File: config.mk
export PLATFORM = sky130hd
export DESIGN_NAME = serial_subtractor_flat
export DESIGN_NICKNAME = d
export VERILOG_FILES = /design/src/rtl/serial_sub_pkg.sv /design/src/rtl/serial_subtractor_if.sv /design/src/rtl/serial_subtractor_full_subtractor.sv /design/src/rtl/serial_subtractor.sv /design/src/flat_wrapper.sv
export SDC_FILE = /design/constraint.sdc
export NUM_CORES = 1
export LEC_CHECK = 0
export CAP_MARGIN = 20
export CORE_UTILIZATION = 55
export CTS_CLUSTER_SIZE = 16
export DETAILED_ROUTE_END_ITERATION = 8
export GPL_TIMING_DRIVEN = 0
export HOLD_SLACK_MARGIN = 0.05
export PLACE_DENSITY = 0.83
export RECOVER_POWER = 50
export SLEW_MARGIN = 20
export SYNTH_ARGS = -nofsm -noshare
export SYNTH_HDL_FRONTEND = slang
export SYNTH_SLANG_ARGS = --single-unit
export TNS_END_PERCENT = 30
File: constraint.sdc
create_clock -name clk -period 3.44 [get_ports clk]
set_input_delay 0.688 -clock clk [delete_from_list [all_inputs] [get_ports clk]]
set_output_delay 0.688 -clock clk [all_outputs]
set_load 0.01 [all_outputs]
File: src/rtl/serial_sub_pkg.sv
// Shared types and constants for the bit-serial subtractor.
// Holds the FSM state encoding, the default operand width and the counter-width helper.
// No logic of its own; imported by every serial_subtractor file.
package serial_sub_pkg;

    localparam int DEF_WIDTH = 8;

    typedef enum logic [1:0] {
        IDLE  = 2'd0,
        SHIFT = 2'd1,
        DONE  = 2'd2
    } state_t;

    // Bits needed to count WIDTH processed bit positions (0 .. WIDTH-1).
    function automatic int cnt_width(input int width);
        return (width < 2) ? 1 : $clog2(width);
    endfunction

endpackage

File: src/rtl/serial_subtractor_if.sv
// Handshake/operand bundle between a requester (master) and the serial subtractor (slave).
// Carries start/a/b towards the subtractor and busy/done/diff/bout (and ovf) back.
// ovf exists only when SERIAL_SUB_OVF_EN is defined.
interface serial_subtractor_if
    import serial_sub_pkg::*;
#(
    parameter int WIDTH = DEF_WIDTH
) ();

    logic             start;
    logic [WIDTH-1:0] a;
    logic [WIDTH-1:0] b;
    logic             busy;
    logic             done;
    logic [WIDTH-1:0] diff;
    logic             bout;
`ifdef SERIAL_SUB_OVF_EN
    logic             ovf;

    modport master (output start, a, b, input busy, done, diff, bout, ovf);
    modport slave  (input start, a, b, output busy, done, diff, bout, ovf);
`else
    modport master (output start, a, b, input busy, done, diff, bout);
    modport slave  (input start, a, b, output busy, done, diff, bout);
`endif

endinterface

File: src/rtl/serial_subtractor_full_subtractor.sv
// One-bit full subtractor: d = x - y - bin, bo = borrow out.
// Latency: purely combinational.
// Backpressure: none; used as the bit slice of the serial datapath.
module full_subtractor (
    input  logic x,
    input  logic y,
    input  logic bin,
    output logic d,
    output logic bo
);

    logic w_xy;

    assign w_xy = x ^ y;
    assign d    = w_xy ^ bin;
    // Borrow when x=0,y=1, or when the bits are equal and a borrow arrives.
    assign bo   = (~x & y) | (~w_xy & bin);

endmodule

File: src/rtl/serial_subtractor.sv
// Bit-serial WIDTH-bit subtractor diff = a - b, LSB first, registered borrow; optional ovf via SERIAL_SUB_OVF_EN.
// Latency: WIDTH shift edges after the accepting edge, then a one-cycle done pulse (WIDTH+2 cycles per operation).
// Backpressure: start is sampled only in IDLE; starts during SHIFT or DONE are dropped, never queued.
module serial_subtractor
    import serial_sub_pkg::*;
#(
    parameter int WIDTH = DEF_WIDTH
) (
    input  logic                 clk,
    input  logic                 rst,
    serial_subtractor_if.slave   bus
);

    localparam int             CW   = cnt_width(WIDTH);
    localparam logic [CW-1:0]  LAST = CW'(WIDTH - 1);

    state_t           r_state;
    logic [WIDTH-1:0] r_a_sh;
    logic [WIDTH-1:0] r_b_sh;
    logic [WIDTH-1:0] r_diff_sh;
    logic [WIDTH-1:0] r_diff;
    logic [CW-1:0]    r_cnt;
    logic             r_borrow;
    logic             r_bout;
    logic             r_busy;
    logic             r_done;
`ifdef SERIAL_SUB_OVF_EN
    logic             r_a_msb;
    logic             r_ovf;
`endif

    logic             w_d;
    logic             w_bo;
    logic [WIDTH-1:0] w_diff_next;

    full_subtractor u_fs (
        .x   (r_a_sh[0]),
        .y   (r_b_sh[0]),
        .bin (r_borrow),
        .d   (w_d),
        .bo  (w_bo)
    );

    // New result bit enters at the MSB so that after WIDTH shifts the first bit sits at bit 0.
    assign w_diff_next = {w_d, r_diff_sh[WIDTH-1:1]};

    // Control FSM plus datapath registers; all outputs come straight from flops.
    always_ff @(posedge clk) begin
        if (rst) begin
            r_state   <= IDLE;
            r_a_sh    <= '0;
            r_b_sh    <= '0;
            r_diff_sh <= '0;
            r_diff    <= '0;
            r_cnt     <= '0;
            r_borrow  <= 1'b0;
            r_bout    <= 1'b0;
            r_busy    <= 1'b0;
            r_done    <= 1'b0;
`ifdef SERIAL_SUB_OVF_EN
            r_a_msb   <= 1'b0;
            r_ovf     <= 1'b0;
`endif
        end else begin
            r_done <= 1'b0;
            case (r_state)
                IDLE: begin
                    if (bus.start) begin
                        r_a_sh    <= bus.a;
                        r_b_sh    <= bus.b;
                        r_diff_sh <= '0;
                        r_cnt     <= '0;
                        r_borrow  <= 1'b0;
                        r_busy    <= 1'b1;
                        r_state   <= SHIFT;
`ifdef SERIAL_SUB_OVF_EN
                        r_a_msb   <= bus.a[WIDTH-1];
`endif
                    end
                end
                SHIFT: begin
                    r_a_sh    <= {1'b0, r_a_sh[WIDTH-1:1]};
                    r_b_sh    <= {1'b0, r_b_sh[WIDTH-1:1]};
                    r_diff_sh <= w_diff_next;
                    r_borrow  <= w_bo;
                    r_cnt     <= r_cnt + CW'(1);
                    if (r_cnt == LAST) begin
                        r_diff  <= w_diff_next;
                        r_bout  <= w_bo;
                        r_busy  <= 1'b0;
                        r_done  <= 1'b1;
                        r_state <= DONE;
`ifdef SERIAL_SUB_OVF_EN
                        // On the last bit, r_b_sh[0] is b's MSB and w_d is diff's MSB.
                        r_ovf   <= (r_a_msb != r_b_sh[0]) & (w_d != r_a_msb);
`endif
                    end
                end
                DONE: begin
                    r_state <= IDLE;
                end
                default: begin
                    r_state <= IDLE;
                end
            endcase
        end
    end

    assign bus.busy = r_busy;
    assign bus.done = r_done;
    assign bus.diff = r_diff;
    assign bus.bout = r_bout;
`ifdef SERIAL_SUB_OVF_EN
    assign bus.ovf  = r_ovf;
`endif

endmodule

File: src/flat_wrapper.sv
// flat-port wrapper written by rule: the top's interface ports become plain ports
module serial_subtractor_flat import serial_sub_pkg::*;
#(
    parameter int WIDTH = DEF_WIDTH
)
  (clk, rst, bus_start, bus_a, bus_b, bus_busy, bus_done, bus_diff, bus_bout);
  serial_subtractor_if #(.WIDTH(WIDTH)) bus_i ();
  input  logic clk;
  input  logic rst;
  input wire logic [$bits(bus_i.start)-1:0] bus_start;
  input wire logic [$bits(bus_i.a)-1:0] bus_a;
  input wire logic [$bits(bus_i.b)-1:0] bus_b;
  output wire logic [$bits(bus_i.busy)-1:0] bus_busy;
  output wire logic [$bits(bus_i.done)-1:0] bus_done;
  output wire logic [$bits(bus_i.diff)-1:0] bus_diff;
  output wire logic [$bits(bus_i.bout)-1:0] bus_bout;
  assign bus_i.start = bus_start;
  assign bus_i.a = bus_a;
  assign bus_i.b = bus_b;
  assign bus_busy = bus_i.busy;
  assign bus_done = bus_i.done;
  assign bus_diff = bus_i.diff;
  assign bus_bout = bus_i.bout;
  serial_subtractor #(.WIDTH(WIDTH)) u_core (.clk(clk), .rst(rst), .bus(bus_i));
endmodule
==> metrics.txt <==
unrepaired setup endpoints after global routing=false; combinational share of power=0.121; Seq pwr share=0.546; Iteration-0 DRC Markers=35; met3 WL post-DR=around 170 um; core region area=2830 um2; Port Buffers=28; final setup vio count=0; H-tree levels=2; CP Class=in2reg; Pint=roughly 690 uW; hold_buf cts=0; DR WL/cell=~14 um; row cnt=19; DR top layer=met4; Worst-Margin Slew=0.591 ns; VDD IR max=about 290 uV; Initial DRT Pass Iterations=6; Post-CTS Resized=0; Post-synth EDFFs=0; diode count=0; worst path arrival time=2.52 ns; vias in the first global route=roughly 1300; routed wl met2=1520 um; CTS tree=built; vias post-DR=1301; GPL Wtd Cong=~0.81; clk_lat worst skew=0.35 ns; minimum clock period=2.25 ns; status=finished, violations left; global route overflow=0; Max-slew headroom=0.606; Startpoint Class=primary input; Yosys reg bits=40; post-route clock period utilization=0.653; synth warn=0; sequential element share of the synthesized area=0.479; first-pass GRT wire length=5640 um; overall routing resource usage=0.226; Mapped Nets=189; DRT met1 WL=1420 um; Mapped Area=1670 um2; Initial Util=0.591; maximum fanout along the worst path=10; switching part of the total=0.239; NetSw=217 uW; setup_tns=0 ns; Worst Path Required=3.71 ns; Area Growth Syn to Fin=20.7%; Antenna Nets Post-Route=0; Synth cell types=26; Ports=30; Max Cap Viol=0; Post-Route WL=3180 um; Worst Hold Class=reg2reg; most frequent cells in the layout=dfxtp_1 (40), nor2_1 (27), clkdlybuf4s50_1 (27); Synth Instances=166; Hold Slack=0.467 ns; clock sink count=40; initial antenna violation count=0; pin count of the biggest net entering global routing=13; violated checks=DRC; clock skew=0.00852 ns; endpoints failing hold=0; post-synthesis async set-or-reset flop share=0; Max clock buf depth=2; Clock Power Share=0.333; Max Slew Vio Count=0; CTS buffer count=5; Critical Path Sink Type=flip-flop; Max Clk Rate=0.445 GHz; Die ar.=3260 um2; Clock transition at path regs=0.12 ns; die height=57.1 um; Die Wd=57.1 um; Detail Placement HPWL=2330 um; DR vias/cell=roughly 5.6; most common cell after layout, fill and taps aside=dfxtp_1; Synth Flop Type=dfxtp_1; layout cells sized above 1=0.0891; fin nets=224; syn_area_per_cell=approximately 10 um2; postcts setup bufs=0; Root Buffer=clkbuf_4; DRC Markers=4; pwr dens=449 nW/um2; Pleak=0.000758 uW
-- per-stage QoR --
step | worst slack [ns] | instances | power, uW | utilization | instance area (um2)
after floorplan | 2.06 | 166 | 584 | - | 1670
after global placement | 1.50 | 225 | 619 | 0.704 | 1990
after detailed placement | 1.47 | 225 | 624 | 0.704 | 1990
after CTS | 1.49 | 233 | 923 | 0.731 | 2070
after global routing | 1.05 | 233 | 948 | 0.713 | 2020
final | 1.19 | 233 | 907 | 0.713 | 2020
-- critical path, stage by stage --
cell	delay, ns
dlygate4sd3_1	0.60
o21ba_1	0.13
clkbuf_1	0.32
clkbuf_1	0.51
nor2_2	0.07
a211oi_2	0.20
-- layout make-up --
cell class              count  area [um2]
clock buffers               6        41.3
inverters                   2        7.51
multi-input cells         110         746
fillers                   219         811
clock inverters             2        35.0
plain buffers              14        68.8
repair buffers             28         280
flip-flops and latches     40         801
well taps                  31        38.8
-- state kept, by name, indices dropped and copies added (netlist names) --
register          count
u_core.r_borrow       1
u_core.r_a_sh         8
u_core.bus.bout       1
u_core.r_b_sh         8
u_core.bus.done       1
u_core.r_cnt          3
u_core.bus.busy       1
u_core.r_state        2
u_core.r_diff_sh      7
u_core.bus.diff       8
-- cells by family (layout without fill, tap and decap cells) --
| logic type | after synthesis | count (layout) | synth area share |
|---|---|---|---|
| and+or+nand+nor | 51 | 51 | 0.136 |
| buffers and inverters | 16 | 52 | 0.0636 |
| adders and majority gates | 4 | 4 | 0.0344 |
| AOI/OAI and AO/OA | 40 | 40 | 0.197 |
| DFF | 40 | 40 | 0.479 |
| muxes | 15 | 15 | 0.0898 |
-- metal layers --
layer / track usage / vias up
li1: - / 657
met1: 0.277 / 600
met2: 0.373 / 36
met3: 0.0476 / 8
met4: 0.118 / 0
met5: 0 / -
-- power groups by stage --
| stage | Combinational (uW) | Sequential [uW] | Clock, uW |
|---|---|---|---|
| 3_5_place_dp | 119 | 505 | 0 |
| 2_1_floorplan | 81.4 | 502 | 0 |
| 5_1_grt | 121 | 498 | 330 |
| 3_3_place_gp | 115 | 504 | 0 |
| 6_report | 110 | 495 | 302 |
| 4_1_cts | 120 | 495 | 309 |
-- path summary, 6_finish.rpt --
path / endpoint / cells after the start / startpoint / slack (ns)
worst max register to register: u_core.r_a_sh[5] / 5 / u_core.r_state[1] / 1.68
worst min-delay path: u_core.bus.diff[4] / 2 / u_core.bus.diff[4] / 0.47
worst max-delay path: u_core.r_a_sh[5] / 6 / bus_start / 1.19
worst min register to register: u_core.bus.diff[4] / 2 / u_core.bus.diff[4] / 0.47
-- cell usage after synthesis (all sizes together), types with 2 or more instances --
library cell	count	area, um2
nor2	28	108
nand3	8	40.0
buf	9	80.1
a22oi	11	82.6
inv	2	7.51
nor3b	3	22.5
clkbuf	5	18.8
mux2i	15	150
nand2b	2	12.5
a21oi	10	50.1
nand2	8	30.0
a211oi	15	158
dfxtp	40	801
ha	3	37.5
No activity file was read; power rests on OpenSTA's default activity.
